$ cat config.mk
export PLATFORM = sky130hd
export DESIGN_NAME = lzd_norm_ctrl
export DESIGN_NICKNAME = d
export VERILOG_FILES = /design/src/rtl/lzd_norm_ctrl.sv
export SDC_FILE = /design/constraint.sdc
export NUM_CORES = 1
export LEC_CHECK = 0
export CAP_MARGIN = 25
export CELL_PAD_IN_SITES_DETAIL_PLACEMENT = 2
export CELL_PAD_IN_SITES_GLOBAL_PLACEMENT = 2
export CORE_ASPECT_RATIO = 0.75
export CORE_MARGIN = 4
export CORE_UTILIZATION = 31
export DETAILED_ROUTE_END_ITERATION = 8
export PLACE_DENSITY_LB_ADDON = 0.1
export SLEW_MARGIN = 25
export SYNTH_ARGS = -nofsm -noshare
export SYNTH_HDL_FRONTEND = slang
export SYNTH_SLANG_ARGS = --single-unit
$ cat constraint.sdc
create_clock -name clk -period 1.2 [get_ports clk]
set_input_delay 0.24 -clock clk [delete_from_list [all_inputs] [get_ports clk]]
set_output_delay 0.24 -clock clk [all_outputs]
set_load 0.05 [all_outputs]
$ cat src/rtl/lzd_norm_ctrl.sv
// Two-stage leading-zero detector that produces the normalization shift control for an adder result.
// Optional macro NORM_ZERO_DETECT_EN: all-zero input reports zero_o=1 with a zero shift, instead of a shift of SWR-1.
module lzd_norm_ctrl #(
  parameter int unsigned SWR = 26,
  parameter int unsigned EWR = 5
) (
  input  logic           clk,
  input  logic           rst,
  input  logic           load_i,
  input  logic [SWR-1:0] Data_i,
  output logic [SWR-1:0] Data_o,
  output logic [EWR-1:0] Shift_Value_o,
  output logic           FSM_left_right_o,
  output logic           zero_o,
  output logic           load_o
);

  localparam int unsigned MW = SWR - 1;
  localparam int unsigned NG = (MW + 3) / 4;
  localparam int unsigned PW = NG * 4;

  // Leading-zero count within one 4-bit group; an all-zero group is flagged separately.
  function automatic logic [1:0] lz4(input logic [3:0] n);
    logic [1:0] r;
    r = 2'd0;
    casez (n)
      4'b1???: r = 2'd0;
      4'b01??: r = 2'd1;
      4'b001?: r = 2'd2;
      4'b0001: r = 2'd3;
      default: r = 2'd0;
    endcase
    return r;
  endfunction

  logic                 v1_q, v1_d;
  logic [SWR-1:0]       data1_q, data1_d;
  logic                 carry1_q, carry1_d;
  logic [NG-1:0]        gz_q, gz_d;
  logic [NG-1:0][1:0]   lz_q, lz_d;

  logic                 v2_q, v2_d;
  logic [SWR-1:0]       data2_q, data2_d;
  logic [EWR-1:0]       shift_q, shift_d;
  logic                 dir_q, dir_d;
  logic                 zero_q, zero_d;

  logic [PW-1:0]        mant_pad;
  logic [3:0]           nib;
  logic                 found;
  logic [EWR-1:0]       cnt;

  // Stage 1: group zero flags and local counts; group 0 holds the hidden bit, padding sits below the LSB.
  always_comb begin
    mant_pad = PW'(Data_i[SWR-2:0]) << (PW - MW);
    nib      = 4'd0;
    v1_d     = load_i;
    data1_d  = data1_q;
    carry1_d = carry1_q;
    gz_d     = gz_q;
    lz_d     = lz_q;
    if (load_i) begin
      data1_d  = Data_i;
      carry1_d = Data_i[SWR-1];
      for (int g = 0; g < int'(NG); g++) begin
        nib      = mant_pad[(int'(NG) - 1 - g) * 4 +: 4];
        gz_d[g]  = (nib == 4'd0);
        lz_d[g]  = lz4(nib);
      end
    end
  end

  // Stage 2: first non-zero group from the top gives group*4 + local count.
  always_comb begin
    found   = 1'b0;
    cnt     = '0;
    v2_d    = v1_q;
    data2_d = data2_q;
    shift_d = shift_q;
    dir_d   = dir_q;
    zero_d  = zero_q;
    for (int g = 0; g < int'(NG); g++) begin
      if (!found && !gz_q[g]) begin
        found = 1'b1;
        cnt   = EWR'(4 * g) + EWR'(lz_q[g]);
      end
    end
    if (v1_q) begin
      data2_d = data1_q;
      if (carry1_q) begin
        dir_d   = 1'b0;
        shift_d = EWR'(1);
        zero_d  = 1'b0;
      end else if (found) begin
        dir_d   = 1'b1;
        shift_d = cnt;
        zero_d  = 1'b0;
      end else begin
        dir_d   = 1'b1;
`ifdef NORM_ZERO_DETECT_EN
        shift_d = '0;
        zero_d  = 1'b1;
`else
        shift_d = EWR'(SWR - 1);
        zero_d  = 1'b0;
`endif
      end
    end
  end

  always_ff @(posedge clk or negedge rst) begin
    if (!rst) begin
      v1_q     <= 1'b0;
      data1_q  <= '0;
      carry1_q <= 1'b0;
      gz_q     <= '0;
      lz_q     <= '0;
      v2_q     <= 1'b0;
      data2_q  <= '0;
      shift_q  <= '0;
      dir_q    <= 1'b0;
      zero_q   <= 1'b0;
    end else begin
      v1_q     <= v1_d;
      data1_q  <= data1_d;
      carry1_q <= carry1_d;
      gz_q     <= gz_d;
      lz_q     <= lz_d;
      v2_q     <= v2_d;
      data2_q  <= data2_d;
      shift_q  <= shift_d;
      dir_q    <= dir_d;
      zero_q   <= zero_d;
    end
  end

  assign Data_o           = data2_q;
  assign Shift_Value_o    = shift_q;
  assign FSM_left_right_o = dir_q;
  assign zero_o           = zero_q;
  assign load_o           = v2_q;

endmodule
* Word level (Yosys, flattened, before mapping)
Index checks and enable logic that the tools add are counted.
** Cells by class
- Add/sub/neg operators :: 5
- Eq/ne operators :: 18
- Mux-type cells :: 23
- Reductions and logical operators :: 24
** Operators with widths (number)
- 2-to-1 mux 5 bit :: 8
- one-hot mux 2 bit (3 select lines) :: 6
- zero test 4 bit :: 7
- equality test 4 x 1 -> 1 bit (second input constant) :: 6
- equality test 3 x 1 -> 1 bit (second input constant) :: 6
- equality test 2 x 1 -> 1 bit (second input constant) :: 6
- zero test 1 bit :: 11
- adder 4 x 2 -> 5 bit (first input constant) :: 2
- adder 5 x 2 -> 5 bit (first input constant) :: 2
- 2-to-1 mux 1 bit :: 8
- logical AND 1 bit :: 6
- adder 3 x 2 -> 4 bit (first input constant) :: 1
- 2-to-1 mux 2 bit :: 1
** Word-level totals
- Flip-flop bits (word level) :: 80
- Output and inout port bits :: 34
- Word-level logic and storage cells :: 84

* Depth between registers and ports, before layout
- Depth after elaboration :: 20
- Gate-level depth with buffers :: 5
- Depth with buffers taken out :: 4

* Worst setup path after synthesis
No wires, ideal clock.
- Path type :: reg-to-reg
- Start point :: register v1_q
- End point :: register data2_q[10] (netlist: Data_o[10])
- Arrival :: 1072 ps
- Required time :: 1075 ps
- Setup slack :: 3 ps
- Cell stages (with the launch flop) :: 4
- Path through :: dfrtp_1 -> clkbuf_1 -> buf_2 -> mux2_2
** RTL lines
- from (decl) :: line 36 : logic v1_q, v1_d;
- from (signal assigned) :: line 124 : v1_q <= v1_d;
- to (signal assigned) :: line 130 : data2_q <= data2_d;
- to (decl) :: line 43 : logic [SWR-1:0] data2_q, data2_d;
No word-level cell between the ends.

* Worst setup path in the final report
- Start point :: register gz_q[5]
- End point :: register shift_q[0] (netlist: Shift_Value_o[0])
** Between the ends
- Longest elaborated chain between the ends :: 8
- Elaborated cells between the ends (all ways) :: 10
- Those cells by class :: 6 x mux; 4 x reduce/logical
** RTL lines
- from (decl) :: line 39 : logic [NG-1:0] gz_q, gz_d;
- from (signal assigned) :: line 127 : gz_q <= gz_d;
- zero test 1 bit (*) :: line 83 : if (!found && !gz_q[g]) begin
- logical AND 1 bit (*) :: line 83
- 2-to-1 mux 1 bit :: line 83
- zero test 1 bit :: line 83
- logical AND 1 bit :: line 83
- 2-to-1 mux 5 bit or 2-to-1 mux 1 bit (tied branches) :: line 83
- 2-to-1 mux 5 bit (*) :: line 94 : end else if (found) begin
- 2-to-1 mux 5 bit (*) :: line 90 : if (carry1_q) begin
- to (signal assigned) :: line 131 : shift_q <= shift_d;
- to (decl) :: line 44 : logic [EWR-1:0] shift_q, shift_d;
Every way passes the cells marked *; elsewhere a longest branch is shown, timed or not.
A chain may end at the register's enable or synchronous reset.

==> reports/qor.yml <==
cts-root-buf: "clkbuf_16"
routedWlPerCell_um: 18.0
synth.cell_area_sq_mm: 0.00326
clockBufferDepth: 2
synthAdderAreaFrac: 0
fin_area_sq_mm: 0.00511
worstSetupStartpointType: "register"
area_delta_synth_final_pct: 56.5
worstPathRequired_ns: 1.41
switching_share: 0.279
place_area_sq_mm: 0.00457
cts_tree: "yes"
htreeDepth: 3
p_clk_frac: 0.362
post-route-worst-setup-slack_ns: -0.135
crit_type: "reg -> reg"
yosysSeqAreaShare: 0.606
finClkSkew_ns: 0.00380
reg2reg_from: "gz_q[5]"
async_flop_share: 1.00
vias_per_cell: 4.81
crit_buf_inv: 1
holdPathStages: 2
dp_hpwl_um: 5980
arrival_ns: 1.55
min_from: "load_i"
portBuffers: 61
sequentialPowerShare: 0.397
synth_fp_nets: 275
die_x_um: 126
internal-power_mw: 5.83
grt_first_pass_wirelength_um: 14400
antenna_cells: 0
crit_chain: "buf_6 > mux2i_4 > a21oi_2 > o32ai_1 > a21oi_1"
clkSinkCount: 79
finalSetupTns_ns: -0.339
routabilityCongestion: 0.725
combinationalPowerShare: 0.241
rr_worst_depth: 5
drtIter0Drc: 104
syn_avg_cell_area_sq_um: 13.3
synth_top_family_by_area: "multiplexers"
slowest_stage: "dfrtp_1"
cp_max_fo: 3
synth_cell_types: 32
min_period_ns: 1.33
core_area_sq_mm: 0.0103
gr-usage-all-layers: 0.150
violations: "negative setup slack"
detail-route-antenna-nets: 0
cap_violations: 0
dp_slack_ns: -0.238
cp.depth: 5
fin_util: 0.496
hold_path.class: "in -> reg"
synthXorXnorAreaFrac: 0
fin_crit_sh: 1.11
numCtsBuffers: 9
ys_ff_latch: 79
wl_um: 8720
route.vias.total: 2332
synthMuxAreaShare: 0.234
synthFlopType: "dfrtp_1"
timing.hold.ws_ns: 0.265
synth.area.top_cells: "dfrtp_1 61%, mux2_2 23%, nor2_1 2.2%, a21oi_1 1.8%, inv_1 1.5%"
cp_top_family: "compound AO/OA/AOI/OAI gates"
placementRows: 32
synth_compound_area_frac: 0.0564
vdd_ir_drop_max_v: 0.000989
synth_area_leader_cell: "dfrtp_1"
drc: 0
rsz0062_at_grt: "true"
initial_core_util: 0.317
syn_inst: 246
clk_latency_ns: 0.34
status: "finished, violations left"
slew_viol_final: 0
setup_viol: 4
synth_top_area_share: 0.606
endpoint_kind: "register"
layout_common_cells: "75 x dfrtp_1, 66 x mux2_2, 38 x buf_12"
synth_edf_count: 0
dieArea_sq_mm: 0.0122
grt_max_degree: 29
crit_path_max_incr_delay_ns: 0.42
grt_remaining_overflow: 0
fmax_mhz: 749
hold_viol: 0
switchingPower_mw: 2.25
grt_pass1_vias: 2649
fin_nets: 374
final_common_cell: "dfrtp_1"
power.density_mw_per_mm2: 1580
antenna_found_initial: 0
die_y_um: 96.9
startpoint: "gz_q[5]"
yosys.area_share.simple: 0.0660
ios: 63
nFillCells: 951
leakage_nw: 2.21
yosys_warnings: 0
drive_above_1_share: 0.504
drt-pass1-iter-count: 4
clkTransAtPathRegs_ns: 0.06
## what timing repair did
item                                    4_1_cts  5_1_grt
hold endpoints to repair                     24        0
endpoints found under the setup margin        8       11
resized for setup                            19       13
pin swaps                                     8        2
cloned                                        0        0
hold buffers                                  1        0
buffers inserted                              7        3
## Yosys cell counts (2+ instances only)
cell type / instances
clkbuf_1: 2
o21ai_0: 5
mux2_2: 66
nand2_1: 3
a31oi_1: 2
o32ai_1: 2
nor4_1: 4
nand3_1: 2
o22ai_1: 3
dfrtp_1: 79
nor2_1: 19
inv_1: 13
buf_2: 8
nor3_1: 5
nand2b_1: 5
a21oi_1: 12
## state kept, by name, summed over array words and instances (netlist names)
name,flops
Data_o,26
FSM_left_right_o,1
Shift_Value_o,5
data1_q,26
gz_q,7
load_o,1
lz_q,12
v1_q,1
## path summary, 6_finish.rpt
path	to	slack [ns]
hold reg to reg	data1_q[22]	0.50
setup reg to reg	Shift_Value_o[0]	-0.13
min in group asynchronous	Data_o[1]	0.38
setup / recovery	Shift_Value_o[0]	-0.13
hold / removal	v1_q	0.26
max in group asynchronous	gz_q[2]	0.35
## power groups by stage
stage / logic, mW / clock network, mW / registers, mW
2_1_floorplan: 0.402 / 0 / 3.64
3_3_place_gp: 1.84 / 0 / 3.23
3_5_place_dp: 1.88 / 0 / 3.25
4_1_cts: 1.94 / 3.01 / 3.21
5_1_grt: 2.05 / 3.15 / 3.25
6_report: 1.95 / 2.92 / 3.21
## stage by stage
step / std cells / power [mW]
global placement: 459 / 5.08
detailed placement: 459 / 5.13
global route: 485 / 8.45
finish: 485 / 8.09
floorplan: 246 / 4.04
CTS: 482 / 8.16
## layer usage
metal / vias to the layer above / routed length [um] / share of wire / track usage
li1: 1063 / - / - / -
met4: 0 / 89 / 0.010 / 0.0371
met2: 47 / 4290 / 0.49 / 0.242
met1: 1214 / 3980 / 0.46 / 0.192
met3: 8 / 365 / 0.042 / 0.0519
met5: - / 0 / 0 / 0
## worst reg2reg max path: stages (launching register included)
cell and delay (ns):
dfrtp_1 0.42, buf_6 0.15, mux2i_4 0.22, a21oi_2 0.09, o32ai_1 0.27, a21oi_1 0.07
## layout make-up
type,count,area [sq um],area share
clock buffer,11,243,0.0475
clock inverter,4,70.1,0.0137
inverter,14,52.6,0.0103
multi-input combinational,141,1270,0.248
sequential,79,1980,0.388
tap,136,170,0.0333
timing repair buffer,100,1320,0.259
## cells by family after synthesis
logic type / Yosys count
multiplexers: 68
buffers and inverters: 26
other: 1
AO/OA/AOI/OAI: 30
AND/OR/NAND/NOR: 42
flip-flops: 79
Note: power is estimated with default switching activity, not from simulation.
